[src/rtl/rpm_calculator.sv]
// rpm_calculator
//   Converts measured pulse periods (in clk cycles) into shaft RPM.
//   Each new period goes into a small ring buffer whose entries are averaged
//   (boxcar, 2**AVG_LOG2 deep). The averaged period is scaled by
//   PULSES_PER_REV and divided into CLK_HZ*60 with a bit-serial restoring
//   divider. A watchdog declares the shaft stalled when no period arrives
//   within TIMEOUT_CYCLES.
//
// Ports
//   clk           in   1      system clock, rising edge
//   rst_n         in   1      asynchronous active-low reset
//   period        in   32     measured period in clk cycles
//   period_valid  in   1      one-cycle strobe qualifying period
//   rpm           out  RPM_W  latest RPM result (registered)
//   rpm_valid     out  1      one-cycle strobe: rpm updated
//   busy          out  1      conversion in progress (LOAD/DIV/DONE)
//   stalled       out  1      timeout condition holds
module rpm_calculator #(
    parameter int unsigned CLK_HZ         = 1_000_000,
    parameter int unsigned PULSES_PER_REV = 2,
    parameter int unsigned AVG_LOG2       = 2,
    parameter int unsigned RPM_W          = 16,
    parameter int unsigned TIMEOUT_CYCLES = 4_000_000
) (
    input  logic             clk,
    input  logic             rst_n,
    input  logic [31:0]      period,
    input  logic             period_valid,
    output logic [RPM_W-1:0] rpm,
    output logic             rpm_valid,
    output logic             busy,
    output logic             stalled
);

    localparam int unsigned      DEPTH        = 1 << AVG_LOG2;
    localparam int unsigned      PTR_W        = (AVG_LOG2 == 0) ? 1 : AVG_LOG2;
    localparam int unsigned      SUM_W        = 32 + AVG_LOG2;
    localparam logic [31:0]      NUM_CONST    = 32'(CLK_HZ * 60);
    localparam logic [32:0]      RPM_MAX      = (33'd1 << RPM_W) - 33'd1;
    localparam logic [31:0]      TIMEOUT_LAST = 32'(TIMEOUT_CYCLES - 1);
    localparam logic [31:0]      TIMEOUT_SAT  = 32'(TIMEOUT_CYCLES);
    localparam logic [PTR_W-1:0] PTR_LAST     = PTR_W'(DEPTH - 1);

    typedef enum logic [1:0] {
        ST_IDLE,
        ST_LOAD,
        ST_DIV,
        ST_DONE
    } state_t;

    state_t            state_reg, state_next;
    logic [31:0]       samp_reg [DEPTH];
    logic              primed_reg;
    logic [PTR_W-1:0]  wr_ptr_reg;
    logic              pend_valid_reg;
    logic [31:0]       pend_data_reg;
    logic [31:0]       timeout_cnt_reg;
    logic              stalled_reg;
    logic              rpm_valid_reg;
    logic [RPM_W-1:0]  rpm_reg;
    logic [31:0]       den_reg;
    logic [31:0]       quo_reg;     // dividend shifts out of the top, quotient shifts in
    logic [31:0]       rem_reg;
    logic [4:0]        bit_cnt_reg;

    logic              timeout_hit;
    logic              accept_go;
    logic [31:0]       accept_data;
    logic [SUM_W-1:0]  sum_c;
    logic [31:0]       avg_c;
    logic [39:0]       den_full;
    logic [31:0]       den_sat;
    logic [32:0]       rem_shift;
    logic              rem_ge;
    logic [31:0]       rem_diff;
    logic [RPM_W-1:0]  quo_sat;

    // A strobe in the same cycle always beats the watchdog.
    assign timeout_hit = !period_valid && (timeout_cnt_reg == TIMEOUT_LAST);
    // A fresh strobe is newer than anything parked in the pending register.
    assign accept_go   = (state_reg == ST_IDLE) && (period_valid || pend_valid_reg) && !timeout_hit;
    assign accept_data = period_valid ? period : pend_data_reg;

    always_comb begin
        sum_c = '0;
        for (int i = 0; i < int'(DEPTH); i++) begin
            sum_c = sum_c + SUM_W'(samp_reg[i]);
        end
    end

    assign avg_c    = sum_c[SUM_W-1:AVG_LOG2];
    assign den_full = {8'd0, avg_c} * 40'(PULSES_PER_REV);
    assign den_sat  = (den_full[39:32] != 8'd0) ? 32'hFFFF_FFFF : den_full[31:0];

    // Restoring step: the true difference is below den (< 2**32), so the
    // low 32 bits of the subtraction are exact.
    assign rem_shift = {rem_reg, quo_reg[31]};
    assign rem_ge    = (rem_shift >= {1'b0, den_reg});
    assign rem_diff  = rem_shift[31:0] - den_reg;

    assign quo_sat = ({1'b0, quo_reg} > RPM_MAX) ? RPM_MAX[RPM_W-1:0] : quo_reg[RPM_W-1:0];

    always_ff @(posedge clk or negedge rst_n) begin
        if (!rst_n) begin
            state_reg <= ST_IDLE;
        end else begin
            state_reg <= state_next;
        end
    end

    always_comb begin
        state_next = state_reg;
        if (timeout_hit) begin
            state_next = ST_IDLE;
        end else begin
            case (state_reg)
                ST_IDLE: if (accept_go) state_next = ST_LOAD;
                ST_LOAD: state_next = ST_DIV;
                ST_DIV:  if (bit_cnt_reg == 5'd31) state_next = ST_DONE;
                ST_DONE: state_next = ST_IDLE;
                default: state_next = ST_IDLE;
            endcase
        end
    end

    always_ff @(posedge clk or negedge rst_n) begin
        if (!rst_n) begin
            for (int i = 0; i < int'(DEPTH); i++) begin
                samp_reg[i] <= '0;
            end
            primed_reg      <= 1'b0;
            wr_ptr_reg      <= '0;
            pend_valid_reg  <= 1'b0;
            pend_data_reg   <= '0;
            timeout_cnt_reg <= '0;
            stalled_reg     <= 1'b1;
            rpm_valid_reg   <= 1'b0;
            rpm_reg         <= '0;
            den_reg         <= '0;
            quo_reg         <= '0;
            rem_reg         <= '0;
            bit_cnt_reg     <= '0;
        end else begin
            rpm_valid_reg <= 1'b0;

            if (period_valid) begin
                timeout_cnt_reg <= '0;
            end else if (timeout_cnt_reg != TIMEOUT_SAT) begin
                timeout_cnt_reg <= timeout_cnt_reg + 32'd1;
            end

            if (timeout_hit) begin
                pend_valid_reg <= 1'b0;
            end else if ((state_reg != ST_IDLE) && period_valid) begin
                pend_valid_reg <= 1'b1;
                pend_data_reg  <= period;
            end else if (accept_go) begin
                pend_valid_reg <= 1'b0;
            end

            // Unprimed buffer: the first sample fills every slot so the
            // average starts at that sample instead of ramping from zero.
            if (accept_go) begin
                for (int i = 0; i < int'(DEPTH); i++) begin
                    if (!primed_reg || (wr_ptr_reg == PTR_W'(i))) begin
                        samp_reg[i] <= accept_data;
                    end
                end
                primed_reg <= 1'b1;
                wr_ptr_reg <= (wr_ptr_reg == PTR_LAST) ? '0 : wr_ptr_reg + 1'b1;
            end

            if (timeout_hit) begin
                primed_reg    <= 1'b0;
                stalled_reg   <= 1'b1;
                rpm_reg       <= '0;
                rpm_valid_reg <= 1'b1;
            end else begin
                case (state_reg)
                    ST_LOAD: begin
                        den_reg     <= den_sat;
                        quo_reg     <= NUM_CONST;
                        rem_reg     <= '0;
                        bit_cnt_reg <= '0;
                    end
                    ST_DIV: begin
                        quo_reg     <= {quo_reg[30:0], rem_ge};
                        rem_reg     <= rem_ge ? rem_diff : rem_shift[31:0];
                        bit_cnt_reg <= bit_cnt_reg + 5'd1;
                    end
                    ST_DONE: begin
                        rpm_reg       <= (den_reg == 32'd0) ? RPM_MAX[RPM_W-1:0] : quo_sat;
                        rpm_valid_reg <= 1'b1;
                        stalled_reg   <= 1'b0;
                    end
                    default: ;
                endcase
            end
        end
    end

    assign rpm       = rpm_reg;
    assign rpm_valid = rpm_valid_reg;
    assign busy      = (state_reg != ST_IDLE);
    assign stalled   = stalled_reg;

endmodule

[config.mk]
export PLATFORM = sky130hd
export DESIGN_NAME = rpm_calculator
export DESIGN_NICKNAME = d
export VERILOG_FILES = /design/src/rtl/rpm_calculator.sv
export SDC_FILE = /design/constraint.sdc
export NUM_CORES = 1
export LEC_CHECK = 0
export CORE_UTILIZATION = 45
export CTS_CLUSTER_DIAMETER = 80
export DETAILED_ROUTE_END_ITERATION = 8
export PLACE_DENSITY = 0.7
export SETUP_SLACK_MARGIN = 0.3
export SLEW_MARGIN = 20
export SYNTH_ARGS = -nofsm -noshare
export SYNTH_HDL_FRONTEND = slang
export SYNTH_SLANG_ARGS = --single-unit
export TNS_END_PERCENT = 20
[constraint.sdc]
create_clock -name clk -period 3.5 [get_ports clk]
set_input_delay 0.525 -clock clk [delete_from_list [all_inputs] [get_ports clk]]
set_output_delay 0.525 -clock clk [all_outputs]
set_load 0.05 [all_outputs]
==> impl_metrics.json, run 1 <==
{
  "start_kind": "register",
  "grt_pass1_vias": 14200,
  "postSynth.asyncResetShare_pct": 100,
  "tritoncts": "done",
  "layout-drive-gt1-share_pct": 12.3,
  "fin_crit_ns": 3.75,
  "h-tree-depth": 2,
  "cp.arrival_ns": 4.16,
  "first_pass_iters": 7,
  "yosys_warnings": 0,
  "antenna_left": 0,
  "drc": 0,
  "gr-total-overflow": 0,
  "syn_area_per_cell_um2": 9.32,
  "antenna_found_initial": 0,
  "num_antenna_cells": 0,
  "path_class": "reg2reg",
  "cts-root-buf": "clkbuf_16",
  "grt_setup_unrepaired": "yes",
  "synthesis.instances": 1955,
  "r2r_start": "samp_reg[1]",
  "coreArea_um2": 39800,
  "fillers": 3588,
  "start_util_pct": 45.8,
  "synth_cell_type_count": 71,
  "cap_violations": 0,
  "wl_mm": 40.3,
  "track_usage_pct": 20.0,
  "drt_iter0_drc": 625,
  "cts.sinks": 317,
  "synth.most_common_cell": "dfrtp_1",
  "synth_top_cell_area_share_pct": 43.4,
  "hp-class": "in2async",
  "dpl.hpwl_mm": 28.2,
  "place_congestion": 0.928,
  "timing.final.ws_setup_ns": -0.246,
  "synth.top_cells.by_area": "dfrtp_1, fa_1, a21oi_1, ha_1, inv_1",
  "synth-edff-count": 0,
  "cp-end-kind": "register",
  "slew_headroom_pct": 34.3,
  "ios": 54,
  "largest_register_ffs": 128,
  "crit_end": "den_reg[31]",
  "grt_pass1_wl_mm": 68.2,
  "synth_ff_type": "dfrtp_1",
  "port_buffers": 53,
  "reg2reg_setup_slack_ns": -0.25,
  "violations": "negative setup slack",
  "syn_nets": 2130,
  "fp.dieW_um": 203,
  "status": "finished with violations",
  "whs_ns": 0.0544,
  "cts_max_path_buffers": 3,
  "finalHoldViolations": 0,
  "die-area_um2": 41300,
  "clock_skew_ns": 0.0179,
  "grt_max_degree": 110,
  "path_clk_slew_ns": 0.06,
  "clock_latency_ns": 0.55,
  "nets": 2231,
  "setup_violations": 32,
  "worstReg2RegEnd": "den_reg[31]",
  "cp_data_required_time_ns": 3.91,
  "avgViaCountPerCell": 5.25,
  "worstSetupStartpoint": "samp_reg[1]",
  "worstMarginPinSlew_ns": 0.982,
  "slew_violations": 0,
  "vias": 13700,
  "yosysTopAreaCell": "dfrtp_1",
  "num_rows": 73,
  "max_freq_ghz": 0.267,
  "r2r_cells": 16,
  "ys_seq_elements": 317,
  "synth_common_cells": "dfrtp_1, inv_1, nor2_1",
  "numCtsBuffers": 36,
  "netlist_area_um2": 18200,
  "seq_area_frac_synth_pct": 43.5,
  "finalCritPeriodShare_pct": 107,
  "die_h_um": 203,
  "cp_max_fo": 2,
  "hold_buffers": 0,
  "syn_to_final_growth_pct": 18.2,
  "drt-wirelength-per-cell_um": 15.4
}
-- metal layers --
layer	global-route usage [%]	part of all wire [%]	up-vias
met5	0	0	-
met4	5.85	2.2	0
met3	3.21	3.2	55
met2	34.0	48	197
met1	26.2	46	6689
li1	-	-	6741
-- cells by family after synthesis --
logic type,Yosys count,synth area share (%)
flip-flops,317,43.5
multiplexers,93,5.34
AND/OR/NAND/NOR,558,13.4
buffers and inverters,331,7.07
XOR/XNOR,81,3.89
AO/OA/AOI/OAI,435,14.4
adder cells (fa/ha/maj),140,12.3
-- repair_timing --
action / 4_1_cts / 5_1_grt
cloned: 0 / 2
setup buffers: 6 / 2
pin swaps: 32 / 11
gates resized for setup: 17 / 23
endpoints found under the setup margin: 34 / 61
-- stage by stage --
stage | util [%] | std cells | setup TNS (ns) | cell area, µm² | setup WS, ns
2_1_floorplan | - | 1955 | 0 | 18400 | 0.0717
3_3_place_gp | 50.3 | 2533 | -5.71 | 20000 | -0.182
3_5_place_dp | 50.3 | 2533 | -7.17 | 20000 | -0.247
4_1_cts | 53.7 | 2602 | -3.72 | 21400 | -0.217
5_1_grt | 54.1 | 2606 | -10.56 | 21500 | -0.384
6_report | 54.1 | 2606 | -5.79 | 21500 | -0.246
-- cells in the final DEF, fill, tap and decap left out, types with 53 or more instances in the layout --
| master | instances |
|---|---|
| dfrtp_1 | 316 |
| inv_1 | 238 |
| nor2_1 | 234 |
| a21oi_1 | 189 |
| nand2_1 | 155 |
| buf_4 | 91 |
| o21ai_0 | 63 |
| fa_1 | 63 |
| mux2i_1 | 59 |
| ha_1 | 59 |
| nand3_1 | 53 |
-- worst min path at each step --
| stage | startpoint | end | slack [ns] | cells after the start |
|---|---|---|---|---|
| after global routing | rst_n | pend_data_reg[10] | 0.11 | 1 |
| after floorplan | rst_n | bit_cnt_reg[0] | 0.23 | 0 |
| after CTS | rst_n | pend_data_reg[10] | 0.08 | 1 |
| after global placement | bit_cnt_reg[4] | bit_cnt_reg[4] | 0.46 | 2 |
| final | rst_n | pend_data_reg[10] | 0.05 | 1 |
| after detailed placement | stalled | stalled | 0.46 | 2 |
-- area by class of cell --
class	instances	area, µm²	area share, %
repair buffers	150	1350	6.27
well taps	525	657	3.05
clock buffers	48	1010	4.68
flip-flops and latches	317	7930	36.8
inverters	244	916	4.25
multi-input cells	1307	9450	43.9
clock inverters	15	224	1.04
-- worst max-delay path, cell delays in order, from the launching register on --
cell and delay [ns]:
dfrtp_1 0.35, inv_2 0.04, fa_1 0.54, inv_2 0.04, fa_2 0.44, nand2_2 0.09
nor2_2 0.04, fa_2 0.36, a211oi_2 0.25, o21a_1 0.22, nor3_4 0.07, o211ai_1 0.29
a21oi_2 0.12, o21ai_2 0.16, o21ai_1 0.07, mux2_4 0.25, o32a_1 0.28
Power of run 1 is left out: the tool's default activity adds up to more than one toggle a clock period on the data nets, which glitch-free logic cannot reach.
==> inputs of run 2 (changes only) <==
--- a/config.mk
+++ b/config.mk
@@ -10,7 +10,6 @@
 export DETAILED_ROUTE_END_ITERATION = 8
 export PLACE_DENSITY = 0.7
 export SETUP_SLACK_MARGIN = 0.3
-export SLEW_MARGIN = 20
 export SYNTH_ARGS = -nofsm -noshare
 export SYNTH_HDL_FRONTEND = slang
 export SYNTH_SLANG_ARGS = --single-unit
==> results of run 2 <==
Final layout, timing and power as in run 1 (identical DEF).
Power of run 2 is left out for the same reason.
==> inputs of run 3 (changes only) <==
--- a/config.mk
+++ b/config.mk
@@ -5,11 +5,13 @@
 export SDC_FILE = /design/constraint.sdc
 export NUM_CORES = 1
 export LEC_CHECK = 0
+export CAP_MARGIN = 20
 export CORE_UTILIZATION = 45
 export CTS_CLUSTER_DIAMETER = 80
 export DETAILED_ROUTE_END_ITERATION = 8
 export PLACE_DENSITY = 0.7
 export SETUP_SLACK_MARGIN = 0.3
+export SLEW_MARGIN = 20
 export SYNTH_ARGS = -nofsm -noshare
 export SYNTH_HDL_FRONTEND = slang
 export SYNTH_SLANG_ARGS = --single-unit
==> results of run 3 <==
Final layout, timing and power as in run 1 (identical DEF).
Power of run 3 is left out for the same reason.
